## src/rtl/sdram_pkg.sv

```systemverilog
// Shared types and constants for the SDRAM command arbiter slice.
package sdram_pkg;

  // SDRAM address width
  localparam int AW = 12;

  // Arbiter ownership states
  typedef enum logic [2:0] {
    ST_IDLE  = 3'd0,
    ST_ARBIT = 3'd1,
    ST_AREF  = 3'd2,
    ST_WRITE = 3'd3,
    ST_READ  = 3'd4
  } state_e;

  // {cs_n, ras_n, cas_n, we_n} command codes
  localparam logic [3:0] CMD_NOP  = 4'b0111;
  localparam logic [3:0] CMD_PRE  = 4'b0010;
  localparam logic [3:0] CMD_AREF = 4'b0001;
  localparam logic [3:0] CMD_ACT  = 4'b0011;
  localparam logic [3:0] CMD_WR   = 4'b0100;
  localparam logic [3:0] CMD_RD   = 4'b0101;

  // True while one of the sub-controllers holds the bus
  function automatic logic is_owner(state_e s);
    return (s == ST_AREF) || (s == ST_WRITE) || (s == ST_READ);
  endfunction

endpackage

```

## src/rtl/sdram_arbiter_if.sv

```systemverilog
// Request/grant handshakes and command pins between the arbiter,
// its sub-controllers and the SDRAM pads.
interface sdram_arbiter_if;
  import sdram_pkg::*;

  logic          flag_init_end;
  logic [3:0]    init_cmd;
  logic [AW-1:0] init_addr;
  logic [1:0]    init_bank;

  logic          ref_req;
  logic          flag_ref_end;
  logic [3:0]    ref_cmd;
  logic [AW-1:0] ref_addr;
  logic [1:0]    ref_bank;

  logic          wr_req;
  logic          wr_end;
  logic [3:0]    wr_cmd;
  logic [AW-1:0] wr_addr;
  logic [1:0]    wr_bank;

  logic          rd_req;
  logic          rd_end;
  logic [3:0]    rd_cmd;
  logic [AW-1:0] rd_addr;
  logic [1:0]    rd_bank;

  logic          ref_en;
  logic          wr_en;
  logic          rd_en;
  logic          ref_pend;
  logic          wdog_err;
  logic [3:0]    sdram_cmd;
  logic [AW-1:0] sdram_addr;
  logic [1:0]    sdram_bank;

  // Arbiter side
  modport slave (
    input  flag_init_end, init_cmd, init_addr, init_bank,
    input  ref_req, flag_ref_end, ref_cmd, ref_addr, ref_bank,
    input  wr_req, wr_end, wr_cmd, wr_addr, wr_bank,
    input  rd_req, rd_end, rd_cmd, rd_addr, rd_bank,
    output ref_en, wr_en, rd_en, ref_pend, wdog_err,
    output sdram_cmd, sdram_addr, sdram_bank
  );

  // Sub-controller / pad side
  modport master (
    output flag_init_end, init_cmd, init_addr, init_bank,
    output ref_req, flag_ref_end, ref_cmd, ref_addr, ref_bank,
    output wr_req, wr_end, wr_cmd, wr_addr, wr_bank,
    output rd_req, rd_end, rd_cmd, rd_addr, rd_bank,
    input  ref_en, wr_en, rd_en, ref_pend, wdog_err,
    input  sdram_cmd, sdram_addr, sdram_bank
  );

endinterface

```

## src/rtl/sdram_wdog.sv

```systemverilog
// Bus-hold watchdog: loadable saturating up-counter. term_o flags the
// cycle whose increment brings the count to MAX, so the caller can leave
// on exactly that edge.
module sdram_wdog #(
  parameter int MAX = 1023,
  parameter int CW  = $clog2(MAX + 1)
) (
  input  logic clk,
  input  logic rstn,
  input  logic clr_i,
  input  logic inc_i,
  output logic term_o
);

  localparam logic [CW-1:0] MAX_C  = CW'(MAX);
  localparam logic [CW-1:0] LAST_C = CW'(MAX - 1);

  logic [CW-1:0] cnt_q, cnt_d;

  // Count register with synchronous reset
  always_ff @(posedge clk) begin
    if (!rstn) begin
      cnt_q <= {CW{1'b0}};
    end else begin
      cnt_q <= cnt_d;
    end
  end

  // Clear has priority; increment stops at MAX instead of wrapping
  always_comb begin
    if (clr_i) begin
      cnt_d = {CW{1'b0}};
    end else if (inc_i && (cnt_q != MAX_C)) begin
      cnt_d = cnt_q + CW'(1);
    end else begin
      cnt_d = cnt_q;
    end
  end

  // Terminal flag: this cycle's increment reaches MAX
  always_comb begin
    if (inc_i && (cnt_q >= LAST_C)) begin
      term_o = 1'b1;
    end else begin
      term_o = 1'b0;
    end
  end

endmodule

```

## src/rtl/sdram_arbiter.sv

```systemverilog
// Central SDRAM command arbiter: grants refresh/write/read ownership with
// fixed priority, muxes the owner's pins onto the pads and forces a
// release if an owner holds the bus too long.
module sdram_arbiter
  import sdram_pkg::*;
#(
  parameter int WDOG_MAX = 1023
) (
  input  logic           clk,
  input  logic           rstn,
  sdram_arbiter_if.slave bus
);

  state_e        state_q, state_d;
  logic          init_done_q, init_done_d;
  logic          ref_en_q, ref_en_d;
  logic          wr_en_q, wr_en_d;
  logic          rd_en_q, rd_en_d;
  logic          wdog_err_q, wdog_err_d;
  logic          owner_end_s;
  logic          wdog_clr_s, wdog_inc_s, wdog_term_s;
  logic [3:0]    pin_cmd_s;
  logic [AW-1:0] pin_addr_s;
  logic [1:0]    pin_bank_s;

  // Watchdog restarts on every grant and runs only while an owner holds the bus
  assign wdog_inc_s = is_owner(state_q);
  assign wdog_clr_s = (state_q == ST_ARBIT) && (state_d != ST_ARBIT);

  sdram_wdog #(
    .MAX (WDOG_MAX)
  ) u_wdog (
    .clk    (clk),
    .rstn   (rstn),
    .clr_i  (wdog_clr_s),
    .inc_i  (wdog_inc_s),
    .term_o (wdog_term_s)
  );

  // State register plus registered grant and error pulses
  always_ff @(posedge clk) begin
    if (!rstn) begin
      state_q     <= ST_IDLE;
      init_done_q <= 1'b0;
      ref_en_q    <= 1'b0;
      wr_en_q     <= 1'b0;
      rd_en_q     <= 1'b0;
      wdog_err_q  <= 1'b0;
    end else begin
      state_q     <= state_d;
      init_done_q <= init_done_d;
      ref_en_q    <= ref_en_d;
      wr_en_q     <= wr_en_d;
      rd_en_q     <= rd_en_d;
      wdog_err_q  <= wdog_err_d;
    end
  end

  // Only the current owner's end pulse counts; others are ignored
  always_comb begin
    case (state_q)
      ST_AREF:  owner_end_s = bus.flag_ref_end;
      ST_WRITE: owner_end_s = bus.wr_end;
      ST_READ:  owner_end_s = bus.rd_end;
      default:  owner_end_s = 1'b0;
    endcase
  end

  // Next-state: init hand-off, fixed-priority grant, owner release
  always_comb begin
    state_d     = state_q;
    init_done_d = init_done_q;
    case (state_q)
      ST_IDLE: begin
        if (bus.flag_init_end || init_done_q) begin
          init_done_d = 1'b1;
          state_d     = ST_ARBIT;
        end else begin
          state_d     = ST_IDLE;
        end
      end
      ST_ARBIT: begin
        if (bus.ref_req) begin
          state_d = ST_AREF;
        end else if (bus.wr_req) begin
          state_d = ST_WRITE;
        end else if (bus.rd_req) begin
          state_d = ST_READ;
        end else begin
          state_d = ST_ARBIT;
        end
      end
      ST_AREF, ST_WRITE, ST_READ: begin
        if (owner_end_s || wdog_term_s) begin
          state_d = ST_ARBIT;
        end else begin
          state_d = state_q;
        end
      end
      default: state_d = ST_IDLE;
    endcase
  end

  // Outputs: one-cycle grants, watchdog pulse, pin mux from registered state
  always_comb begin
    ref_en_d   = (state_q == ST_ARBIT) && bus.ref_req;
    wr_en_d    = (state_q == ST_ARBIT) && !bus.ref_req && bus.wr_req;
    rd_en_d    = (state_q == ST_ARBIT) && !bus.ref_req && !bus.wr_req && bus.rd_req;
    // A genuine end pulse in the same cycle wins over the watchdog
    wdog_err_d = is_owner(state_q) && wdog_term_s && !owner_end_s;
    case (state_q)
      ST_IDLE: begin
        pin_cmd_s  = bus.init_cmd;
        pin_addr_s = bus.init_addr;
        pin_bank_s = bus.init_bank;
      end
      ST_AREF: begin
        pin_cmd_s  = bus.ref_cmd;
        pin_addr_s = bus.ref_addr;
        pin_bank_s = bus.ref_bank;
      end
      ST_WRITE: begin
        pin_cmd_s  = bus.wr_cmd;
        pin_addr_s = bus.wr_addr;
        pin_bank_s = bus.wr_bank;
      end
      ST_READ: begin
        pin_cmd_s  = bus.rd_cmd;
        pin_addr_s = bus.rd_addr;
        pin_bank_s = bus.rd_bank;
      end
      default: begin
        pin_cmd_s  = CMD_NOP;
        pin_addr_s = {AW{1'b0}};
        pin_bank_s = 2'b00;
      end
    endcase
  end

  assign bus.ref_en     = ref_en_q;
  assign bus.wr_en      = wr_en_q;
  assign bus.rd_en      = rd_en_q;
  assign bus.wdog_err   = wdog_err_q;
  assign bus.ref_pend   = bus.ref_req && ((state_q == ST_WRITE) || (state_q == ST_READ));
  assign bus.sdram_cmd  = pin_cmd_s;
  assign bus.sdram_addr = pin_addr_s;
  assign bus.sdram_bank = pin_bank_s;

endmodule
```

## src/flat_wrapper.sv

```systemverilog
// flat-port wrapper written by rule: the top's interface ports become plain ports
module sdram_arbiter_flat import sdram_pkg::*;
#(
  parameter int WDOG_MAX = 1023
)
  (clk, rstn, bus_flag_init_end, bus_init_cmd, bus_init_addr, bus_init_bank, bus_ref_req, bus_flag_ref_end, bus_ref_cmd, bus_ref_addr, bus_ref_bank, bus_wr_req, bus_wr_end, bus_wr_cmd, bus_wr_addr, bus_wr_bank, bus_rd_req, bus_rd_end, bus_rd_cmd, bus_rd_addr, bus_rd_bank, bus_ref_en, bus_wr_en, bus_rd_en, bus_ref_pend, bus_wdog_err, bus_sdram_cmd, bus_sdram_addr, bus_sdram_bank);
  sdram_arbiter_if bus_i ();
  input  logic clk;
  input  logic rstn;
  input wire logic [$bits(bus_i.flag_init_end)-1:0] bus_flag_init_end;
  input wire logic [$bits(bus_i.init_cmd)-1:0] bus_init_cmd;
  input wire logic [$bits(bus_i.init_addr)-1:0] bus_init_addr;
  input wire logic [$bits(bus_i.init_bank)-1:0] bus_init_bank;
  input wire logic [$bits(bus_i.ref_req)-1:0] bus_ref_req;
  input wire logic [$bits(bus_i.flag_ref_end)-1:0] bus_flag_ref_end;
  input wire logic [$bits(bus_i.ref_cmd)-1:0] bus_ref_cmd;
  input wire logic [$bits(bus_i.ref_addr)-1:0] bus_ref_addr;
  input wire logic [$bits(bus_i.ref_bank)-1:0] bus_ref_bank;
  input wire logic [$bits(bus_i.wr_req)-1:0] bus_wr_req;
  input wire logic [$bits(bus_i.wr_end)-1:0] bus_wr_end;
  input wire logic [$bits(bus_i.wr_cmd)-1:0] bus_wr_cmd;
  input wire logic [$bits(bus_i.wr_addr)-1:0] bus_wr_addr;
  input wire logic [$bits(bus_i.wr_bank)-1:0] bus_wr_bank;
  input wire logic [$bits(bus_i.rd_req)-1:0] bus_rd_req;
  input wire logic [$bits(bus_i.rd_end)-1:0] bus_rd_end;
  input wire logic [$bits(bus_i.rd_cmd)-1:0] bus_rd_cmd;
  input wire logic [$bits(bus_i.rd_addr)-1:0] bus_rd_addr;
  input wire logic [$bits(bus_i.rd_bank)-1:0] bus_rd_bank;
  output wire logic [$bits(bus_i.ref_en)-1:0] bus_ref_en;
  output wire logic [$bits(bus_i.wr_en)-1:0] bus_wr_en;
  output wire logic [$bits(bus_i.rd_en)-1:0] bus_rd_en;
  output wire logic [$bits(bus_i.ref_pend)-1:0] bus_ref_pend;
  output wire logic [$bits(bus_i.wdog_err)-1:0] bus_wdog_err;
  output wire logic [$bits(bus_i.sdram_cmd)-1:0] bus_sdram_cmd;
  output wire logic [$bits(bus_i.sdram_addr)-1:0] bus_sdram_addr;
  output wire logic [$bits(bus_i.sdram_bank)-1:0] bus_sdram_bank;
  assign bus_i.flag_init_end = bus_flag_init_end;
  assign bus_i.init_cmd = bus_init_cmd;
  assign bus_i.init_addr = bus_init_addr;
  assign bus_i.init_bank = bus_init_bank;
  assign bus_i.ref_req = bus_ref_req;
  assign bus_i.flag_ref_end = bus_flag_ref_end;
  assign bus_i.ref_cmd = bus_ref_cmd;
  assign bus_i.ref_addr = bus_ref_addr;
  assign bus_i.ref_bank = bus_ref_bank;
  assign bus_i.wr_req = bus_wr_req;
  assign bus_i.wr_end = bus_wr_end;
  assign bus_i.wr_cmd = bus_wr_cmd;
  assign bus_i.wr_addr = bus_wr_addr;
  assign bus_i.wr_bank = bus_wr_bank;
  assign bus_i.rd_req = bus_rd_req;
  assign bus_i.rd_end = bus_rd_end;
  assign bus_i.rd_cmd = bus_rd_cmd;
  assign bus_i.rd_addr = bus_rd_addr;
  assign bus_i.rd_bank = bus_rd_bank;
  assign bus_ref_en = bus_i.ref_en;
  assign bus_wr_en = bus_i.wr_en;
  assign bus_rd_en = bus_i.rd_en;
  assign bus_ref_pend = bus_i.ref_pend;
  assign bus_wdog_err = bus_i.wdog_err;
  assign bus_sdram_cmd = bus_i.sdram_cmd;
  assign bus_sdram_addr = bus_i.sdram_addr;
  assign bus_sdram_bank = bus_i.sdram_bank;
  sdram_arbiter #(.WDOG_MAX(WDOG_MAX)) u_core (.clk(clk), .rstn(rstn), .bus(bus_i));
endmodule
```

## config.mk

```make
export PLATFORM = sky130hd
export DESIGN_NAME = sdram_arbiter_flat
export DESIGN_NICKNAME = d
export VERILOG_FILES = /design/src/rtl/sdram_pkg.sv /design/src/rtl/sdram_arbiter_if.sv /design/src/rtl/sdram_wdog.sv /design/src/rtl/sdram_arbiter.sv /design/src/flat_wrapper.sv
export SDC_FILE = /design/constraint.sdc
export NUM_CORES = 1
export LEC_CHECK = 0
export CAP_MARGIN = 20
export CORE_MARGIN = 2
export CORE_UTILIZATION = 36
export CTS_BUF_LIST = sky130_fd_sc_hd__clkbuf_8 sky130_fd_sc_hd__clkbuf_16
export DETAILED_ROUTE_END_ITERATION = 10
export PLACE_DENSITY = 0.78
export RECOVER_POWER = 100
export SYNTH_ARGS = -nofsm -noshare
export SYNTH_HDL_FRONTEND = slang
export SYNTH_SLANG_ARGS = --single-unit
```

## constraint.sdc

```tcl
create_clock -name clk -period 2.52 [get_ports clk]
set_input_delay 0.63 -clock clk [delete_from_list [all_inputs] [get_ports clk]]
set_output_delay 0.63 -clock clk [all_outputs]
set_load 0.05 [all_outputs]
```

Yosys cells after proc, flatten, opt, wreduce, memory -nomap -nowiden:

Cells that the tools add are included.
W data, S select, Z words.

* $add $sub $neg: 1
* magnitude comparators: 1
* equal/unequal tests: 6
* mux-type cells: 11
* bitwise operators: 1
* reductions and logical operators: 23

Operator list (number)
* $pmux W12 S4: 1
* $pmux W4 S4: 1
* $mux W3: 4
* $logic_and A1 B1 Y1: 11
* $add A10 B1 Y10 const B: 1
* $ge A10 B10 Y1 const B: 1
* $ne A10 B10 Y1 const B: 1
* $pmux W3 S3: 1
* $pmux W2 S4: 1
* $eq A3 B2 Y1 const B: 2
* $logic_or A1 B1 Y1: 5
* $eq A3 B1 Y1 const B: 1
* $eq A3 B3 Y1 const B: 1
* $logic_not A1 Y1: 3
* $logic_not A3 Y1: 1
* $ne A3 B1 Y1 const B: 1
* $pmux W1 S3: 1
* $reduce_or A3 Y1: 1
* $mux W1: 2
* $reduce_and A2 Y1: 1
* $reduce_or A2 Y1: 1
* $not A1 Y1: 1

* flip-flop bits (word level): 18
* word-level logic and storage cells: 50

Depth between registers and ports, before layout:

Gate-level depths: netlist (run 1).

* depth in word-level cells: 11
* depth in mapped cells: 7
* gate-level depth less buffers: 7

Hierarchy:

Synthesis (run 1) repeated with hierarchy kept, for this count alone.

* cell total of the unflattened synthesis: 221
* area, all modules: 1575.3 um^2

Modules (own cells, without submodules)
* sdram_arbiter: times used 1, cells an instance 149, area each 939.7 um^2, seq. area each 160.2 um^2
* sdram_wdog: times used 1, cells an instance 72, area each 635.6 um^2, seq. area each 200.2 um^2

Worst setup path after synthesis (run 1):

OpenSTA, ideal clock, no wires.

* path type: register -> output
* from: register u_core.state_q[1]
* to: output bus_sdram_addr[0]
* arrival time: 2.261 ns
* data required time: 1.890 ns
* path slack: -0.371 ns
* cell stages (with the launch flop): 7
* path buffers: 2
* cells stage by stage: dfxtp_1 buf_2 buf_1 mux2i_1 nor2_1 a21oi_1 o21ai_0

* cells in the longest elaborated chain, start to end: 2
* elaborated cells between the ends (all ways): 5
* classes of those cells: eq/ne: 3; mux: 1; reduce/logical: 1

Ends and longest elaborated chain
* start: declaration: RTL line sdram_arbiter.sv:14 `state_e state_q, state_d;`
* start signal: assignment: RTL line sdram_arbiter.sv:50 `state_q <= state_d;`
* $eq A3 B3 Y1 (tied with other cells): RTL line sdram_arbiter.sv:111 `case (state_q)`
* $pmux W12 S4 *: RTL line sdram_arbiter.sv:111
* end: declaration: RTL line flat_wrapper.sv:35 `output wire logic [$bits(bus_i.sdram_addr)-1:0] bus_sdram_addr;`

Every way passes the cells marked *; elsewhere a longest branch is shown, timed or not.

Final worst setup path (run 1):

* from: register u_core.state_q[1]
* to: output bus_ref_pend

* cells in the longest elaborated chain, start to end: 3
* elaborated cells between the ends (all ways): 4
* classes of those cells: eq/ne: 2; reduce/logical: 2

Ends and longest elaborated chain
* $eq A3 B2 Y1 / $eq A3 B3 Y1 (equally long branches): RTL line sdram_arbiter.sv:144 `assign bus.ref_pend = bus.ref_req && ((state_q == ST_WRITE) || (state_q == ST_READ));`
* $logic_or A1 B1 Y1 *: RTL line sdram_arbiter.sv:144
* $logic_and A1 B1 Y1 *: RTL line sdram_arbiter.sv:144
* end: declaration: RTL line flat_wrapper.sv:32 `output wire logic [$bits(bus_i.ref_pend)-1:0] bus_ref_pend;`

Marks and branches as above.

==> results of run 1 <==
==> synthesized netlist by cell type (all sizes together), types with 2 or more instances <==
library cell / n
nor2: 37
nand2: 21
a21oi: 20
dfxtp: 18
o21ai: 17
mux2i: 16
buf: 7
clkbuf: 6
xnor2: 6
inv: 5
a31oi: 4
a211oi: 3
and3: 3
and4: 3
nand3: 3
nor2b: 3
nor3: 3
xor2: 3
a32oi: 2
ha: 2
mux2: 2
nand2b: 2
nand4: 2
nor4bb: 2
o22ai: 2
==> timing repair <==
action,CTS,global route
setup endpoints to repair,0,15
resized for setup,0,2
hold buffers,0,0
==> path summary, 6_finish.rpt <==
check / endpoint / slack [ns] / cells after the start
setup reg to reg: u_core.u_wdog.cnt_q[0]$_SDFFE_PP0P_ / 0.42 / 7
hold reg to reg: u_core.init_done_q$_SDFFE_PN0P_ / 0.49 / 1
hold / removal: u_core.init_done_q$_SDFFE_PN0P_ / 0.49 / 1
setup / recovery: bus_ref_pend / 0.08 / 4
==> area by class of cell <==
class	instances	area (sq um)
repair buffers	114	1260
clock buffers	4	55.1
flip-flops and latches	18	363
well taps	50	62.6
fillers	322	1200
inverters	5	18.8
multi-input cells	166	1060
==> worst reg2reg max path, cell delays in order (launching register included) <==
cell	delay [ns]
dfxtp_1	0.43
inv_1	0.07
ha_1	0.19
o211ai_1	0.37
o2111ai_1	0.20
and3_4	0.22
a32oi_4	0.39
nor2_1	0.10
==> metrics by stage <==
stage          utilization  hold WS (ns)  std cells  cell area, sq um  worst slack (ns)
2_1_floorplan            -         0.459        202              1510           0.00648
3_3_place_gp         0.693         0.470        353              2790            0.0601
3_5_place_dp         0.693         0.472        353              2790            0.0248
4_1_cts              0.707         0.487        357              2850            0.0271
5_1_grt              0.702         0.515        357              2830            0.0176
6_report             0.702         0.486        357              2830            0.0779
==> cell families after synthesis <==
kind of cell / after synthesis / synth area share
xor gates and xnor gates: 9 / 0.0521
and+or+nand+nor: 84 / 0.287
buffers and inverters: 18 / 0.0529
muxes: 18 / 0.121
DFF: 18 / 0.238
AOI/OAI and AO/OA: 53 / 0.232
adders and majority gates: 2 / 0.0165
==> sequential cells by signal, summed over array words and instances (netlist names) <==
signal,cells
u_core.u_wdog.cnt_q,10
u_core.state_q,3
u_core.bus.rd_en,1
u_core.bus.ref_en,1
u_core.bus.wdog_err,1
u_core.bus.wr_en,1
u_core.init_done_q,1
==> layout by cell type (no fill, tap or decap), types with 3 or more instances in the layout <==
master and count:
inv_1 5, a21oi_1 20, xor2_1 3, nor2_2 3
dlygate4sd3_1 6, mux2i_1 16, nor2b_1 3, buf_12 16
nand3_1 3, o21ai_1 15, nor3_1 3, a31oi_1 4
xnor2_1 6, nor2_1 34, and4_1 3, clkdlybuf4s50_1 78
clkbuf_8 4, nand2_1 21, dfxtp_1 16, buf_4 10
==> metal layers <==
metal,GRT usage,share of wire,wire [microns]
met5,0,0,0
met4,0.0588,0.019,97
met3,0.101,0.10,526
met2,0.382,0.49,2480
met1,0.241,0.38,1930
==> power groups by stage <==
stage               clock, mW  combinational (mW)  sequential, mW
CTS                     0.235               0.929           0.335
global route            0.245               0.965           0.341
global placement            0               0.921           0.342
finish                  0.231               0.911           0.337
detailed placement          0               0.927           0.342
floorplan                   0               0.479           0.329
==> results.ini, run 1 <==
[placed_design]
gp_congestion = 0.774
dp_hpwl_mm = 4.33
io_buffers = 103

[worst_setup_path]
crit_path_cell_trace = buf_4 -> or3b_4 -> a21oi_1 -> clkdlybuf4s15_2
critical_path_class = reg2out
cp_max_fo = 9
cp-startpoint = u_core.state_q[1]$_SDFF_PN0_
slowest_delay_ns = 0.40
arrival_ns = 1.81
r2r_start = u_core.u_wdog.cnt_q[0]$_SDFFE_PP0P_
critical_path.top_delay_family = buffers and inverters
worstPathRequired_ns = 1.89
start_kind = register
worst-path-buf-inv = 2
cp_slowest_cell = clkdlybuf4s15_2
crit_path_end_kind = output pin

[grt]
grt_pass1_vias = 1755
grt_max_degree = 18
grt_pass1_wl_mm = 7.85
track_usage = 0.220
grt_overflow_total = 0
grt_antenna_before_repair = 0

[cts]
clkSinkCount = 18
cts_buffers = 3
cts.root.buffer_cell = clkbuf_8
postCtsSetupBuffers = 0
clk_path_buf_depth = 2
htreeDepth = 1
cts.clk_slew.worst_paths_ns = 0.06
cts_tree = built
clock_latency_ns = 0.25

[job]
drv_cap = 0

[layout]
final_nets = 391
area_growth_pct = 87.0
antenna_cells = 0
layout-drive-gt1-share = 0.156

[yosys]
postSynthCellCount = 202
synthArstFlopShare = 0
synthDistinctLibCells = 41
synth-edff-count = 0
yosysWarningCount = 0
yosys.area.top_type_share = 0.238
syn_avg_cell_area_sq_um = 7.49
synth-seq-area-share = 0.238
synth_fp_nets = 285
yosysTopAreaCell = dfxtp_1
synth_area_leaders = dfxtp_1, mux2i_1, nor2_1, a21oi_1, o21ai_0
synth_area_sq_um = 1510
synthFlopType = dfxtp_1
synth-seq-cells = 18

[detailed_routing]
wire_per_inst_microns = 14.1
drcViolationCount = 0
routed_wl_mm = 5.03
ant_nets = 0
vias = 1820
drt_iter0_markers = 41
via_per_inst = 5.10
first_pass_iters = 4

[floorplan]
floorplan.initialDensity = 0.375
num_rows = 23
ios = 104
die_area_sq_um = 4740
die_x_microns = 68.8
core-area_sq_um = 4030
fp.dieH_microns = 68.8

[status]
outcome = finished, final reports clean

[power_and_ir_drop]
power.total_mw = 1.48
p_int_mw = 0.886
powerDensity_nw_per_um2 = 522
p_clk_frac = 0.156
power.static_leakage_nw = 1.07
p_seq_frac = 0.228
ir_drop_mv = 0.335
switchingPower_mw = 0.592
power_switching_share = 0.400
combPwrFrac = 0.616

[sta]
drv_slew = 0
tightest_slew_ns = 0.501
setup_tns_ns = 0
rsz0062_at_grt = false
maxSlewHeadroom = 0.665
fin_skew_ns = 0.00220
final_hold_viol_count = 0
clock.fmax_mhz = 409
post-route-period-util = 0.969
min_period_ns = 2.44
finalSetupViolCount = 0

[worst_hold_path]
hold_start = u_core.init_done_q$_SDFFE_PN0P_
hold_class = reg2reg

Note: power is estimated with default switching activity, not from simulation.
==> run 2: changes to the inputs <==
--- a/config.mk
+++ b/config.mk
@@ -7,10 +7,10 @@
 export LEC_CHECK = 0
 export CAP_MARGIN = 20
 export CORE_MARGIN = 2
-export CORE_UTILIZATION = 36
+export CORE_UTILIZATION = 30
 export CTS_BUF_LIST = sky130_fd_sc_hd__clkbuf_8 sky130_fd_sc_hd__clkbuf_16
 export DETAILED_ROUTE_END_ITERATION = 10
-export PLACE_DENSITY = 0.78
+export PLACE_DENSITY = 0.66
 export RECOVER_POWER = 100
 export SYNTH_ARGS = -nofsm -noshare
 export SYNTH_HDL_FRONTEND = slang
==> results.ini, run 2 (synthesis results as in run 1) <==
[layout]
layout-drive-gt1-share = 0.144  ; was 0.156
design_area_sq_um = 2700  ; was 2830 sq um
area_growth_pct = 78.7  ; was 87.0%
largest_register_ffs = 10  ; unchanged
top_register = u_core.u_wdog.cnt_q  ; unchanged
antenna_cells = 0  ; unchanged
mostFrequentLayoutCells = clkdlybuf4s50_1, nor2_1, nand2_1  ; unchanged
reg_top3 = u_core.u_wdog.cnt_q: 10 flops, u_core.state_q: 3 flops  ; unchanged
final_common_cell = clkdlybuf4s50_1  ; unchanged
final_nets = 390  ; was 391

[detailed_routing]
routed_wl_mm = 5.32  ; was 5.03 mm
ant_nets = 0  ; unchanged
drt_iter0_markers = 207  ; was 41
first_pass_iters = 5  ; was 4
drcViolationCount = 0  ; unchanged
vias = 1852  ; was 1820
wire_per_inst_microns = 14.3  ; was 14.1 microns
via_per_inst = 4.98  ; was 5.10

[floorplan]
die_area_sq_um = 5630  ; was 4740 sq um
ios = 104  ; unchanged
core-area_sq_um = 4790  ; was 4030 sq um
num_rows = 25  ; was 23
die_x_microns = 75.0  ; was 68.8 microns
fp.dieH_microns = 75.0  ; was 68.8 microns
floorplan.initialDensity = 0.316  ; was 0.375

[cts]
cts_resized = 0  ; unchanged
clkSinkCount = 18  ; unchanged
cts.clk_slew.worst_paths_ns = 0.07  ; was 0.06 ns
clk_path_buf_depth = 2  ; unchanged
htreeDepth = 1  ; unchanged
cts.root.buffer_cell = clkbuf_8  ; unchanged
postCtsSetupBuffers = 0  ; unchanged
holdBufCountCts = 0  ; unchanged
clock_latency_ns = 0.25  ; about the same
cts_buffers = 3  ; unchanged
cts_tree = built  ; unchanged

[placed_design]
io_buffers = 103  ; unchanged
dpl-instance-area_sq_um = 2790  ; about the same
gp_congestion = 0.803  ; was 0.774
dp_hpwl_mm = 4.44  ; was 4.33 mm

[worst_setup_path]
arrival_ns = 1.81  ; about the same
crit_path_cell_trace = clkdlybuf4s50_1 -> nor2b_1 -> a211oi_1 -> a21oi_1 -> o22a_1 -> buf_4  ; was buf_4 -> or3b_4 -> a21oi_1 -> clkdlybuf4s15_2
critical_path_class = in2out  ; was reg2out
cp_slowest_cell = clkdlybuf4s50_1  ; was clkdlybuf4s15_2
worstPathRequired_ns = 1.89  ; about the same
slowest_delay_ns = 0.40  ; about the same
crit_path_end_kind = output pin  ; unchanged
cp_max_fo = 1  ; was 9
start_kind = input port  ; was register
r2r_slack_ns = 0.21  ; was 0.42 ns

[sta]
final_hold_viol_count = 0  ; unchanged
min_period_ns = 2.44  ; about the same
finalSetupViolCount = 0  ; unchanged
worst_hold_slack_ns = 0.490  ; was 0.486 ns
tightest_slew_ns = 0.505  ; was 0.501 ns
maxSlewHeadroom = 0.662  ; was 0.665
post-route-period-util = 0.968  ; was 0.969
clock.fmax_mhz = 410  ; was 409 MHz
drv_slew = 0  ; unchanged
fin_skew_ns = 0.00142  ; was 0.00220 ns
rsz0062_at_grt = false  ; unchanged

[grt]
grt_overflow_total = 0  ; unchanged
grt_antenna_before_repair = 0  ; unchanged
track_usage = 0.197  ; was 0.220
grt_pass1_wl_mm = 8.46  ; was 7.85 mm
grt_max_degree = 29  ; was 18
grt_pass1_vias = 1864  ; was 1755

[power_and_ir_drop]
powerDensity_nw_per_um2 = 497  ; was 522 nW/um^2
power.static_leakage_nw = 1.02  ; was 1.07 nW
ir_drop_mv = 0.211  ; was 0.335 mV

[job]
drv_cap = 0  ; unchanged

[worst_hold_path]
hold_class = reg2reg  ; unchanged

[status]
outcome = finished, final reports clean  ; unchanged

-- run 2: cell types whose count changed in the layout (fill, tap and decap cells not counted), moves of 2 or more --
cell,previous run,this run
dfxtp_2,2,0
clkbuf_2,2,8
buf_12,16,8
o21ai_1,15,12
dfxtp_1,16,18
o21ai_0,2,5
buf_4,10,12
-- run 2: per-stage QoR --
stage	TNS [ns]	util	setup WS, ns	power, mW	instances
floorplan	0	-	0.00648	0.808	202
global placement	0	0.584	0.0732	1.25	369
detailed placement	-0.00548	0.584	-0.00548	1.26	369
CTS	0	0.592	0.0629	1.46	372
global route	0	0.565	0.00557	1.42	372
finish	0	0.565	0.0795	1.34	372
-- run 2: where the power goes --
group          internal (mW)  switching [mW]  leakage (nW)  total [mW]
clock                  0.106          0.0942        0.0216       0.200
combinational          0.351           0.471         0.852       0.823
sequential             0.301          0.0196         0.146       0.321
-- run 2: final cells by class --
cell class                 instances  area (sq um)
inverter                           5          18.8
clock buffer                       3          41.3
timing repair buffer             113          1140
sequential                        18           360
fill                             441          2080
multi-input combinational        166          1060
tap                               67          83.8
-- run 2: worst paths after layout --
path,startpoint,to,depth (start not counted)
hold reg to reg,u_core.init_done_q$_SDFFE_PN0P_,u_core.init_done_q$_SDFFE_PN0P_,1
setup / recovery,bus_init_cmd[0],bus_sdram_cmd[0],6
setup reg to reg,u_core.state_q[2]$_SDFF_PN0_,u_core.u_wdog.cnt_q[0]$_SDFFE_PP0P_,7
hold / removal,u_core.init_done_q$_SDFFE_PN0P_,u_core.init_done_q$_SDFFE_PN0P_,1
-- run 2: worst max-delay path: cells and delay by family --
family	cells	cell delay [ns]
buf+inv	2	0.59
compound gates	3	0.46
simple gates	1	0.13
-- run 2: layer usage --
| metal | wire length [microns] | global-route usage | up-vias |
|---|---|---|---|
| met4 | 46 | 0.0456 | 0 |
| li1 | - | - | 917 |
| met5 | 0 | 0 | - |
| met1 | 2070 | 0.227 | 852 |
| met3 | 511 | 0.0750 | 5 |
| met2 | 2690 | 0.343 | 78 |
==> run 3: changes to the inputs <==
--- a/config.mk
+++ b/config.mk
@@ -5,11 +5,11 @@
 export SDC_FILE = /design/constraint.sdc
 export NUM_CORES = 1
 export LEC_CHECK = 0
-export CAP_MARGIN = 20
 export CORE_MARGIN = 2
 export CORE_UTILIZATION = 30
 export CTS_BUF_LIST = sky130_fd_sc_hd__clkbuf_8 sky130_fd_sc_hd__clkbuf_16
 export DETAILED_ROUTE_END_ITERATION = 10
+export HOLD_SLACK_MARGIN = 0.08
 export PLACE_DENSITY = 0.66
 export RECOVER_POWER = 100
 export SYNTH_ARGS = -nofsm -noshare
==> results of run 3 <==
Final layout, timing and power as in run 2 (identical DEF).
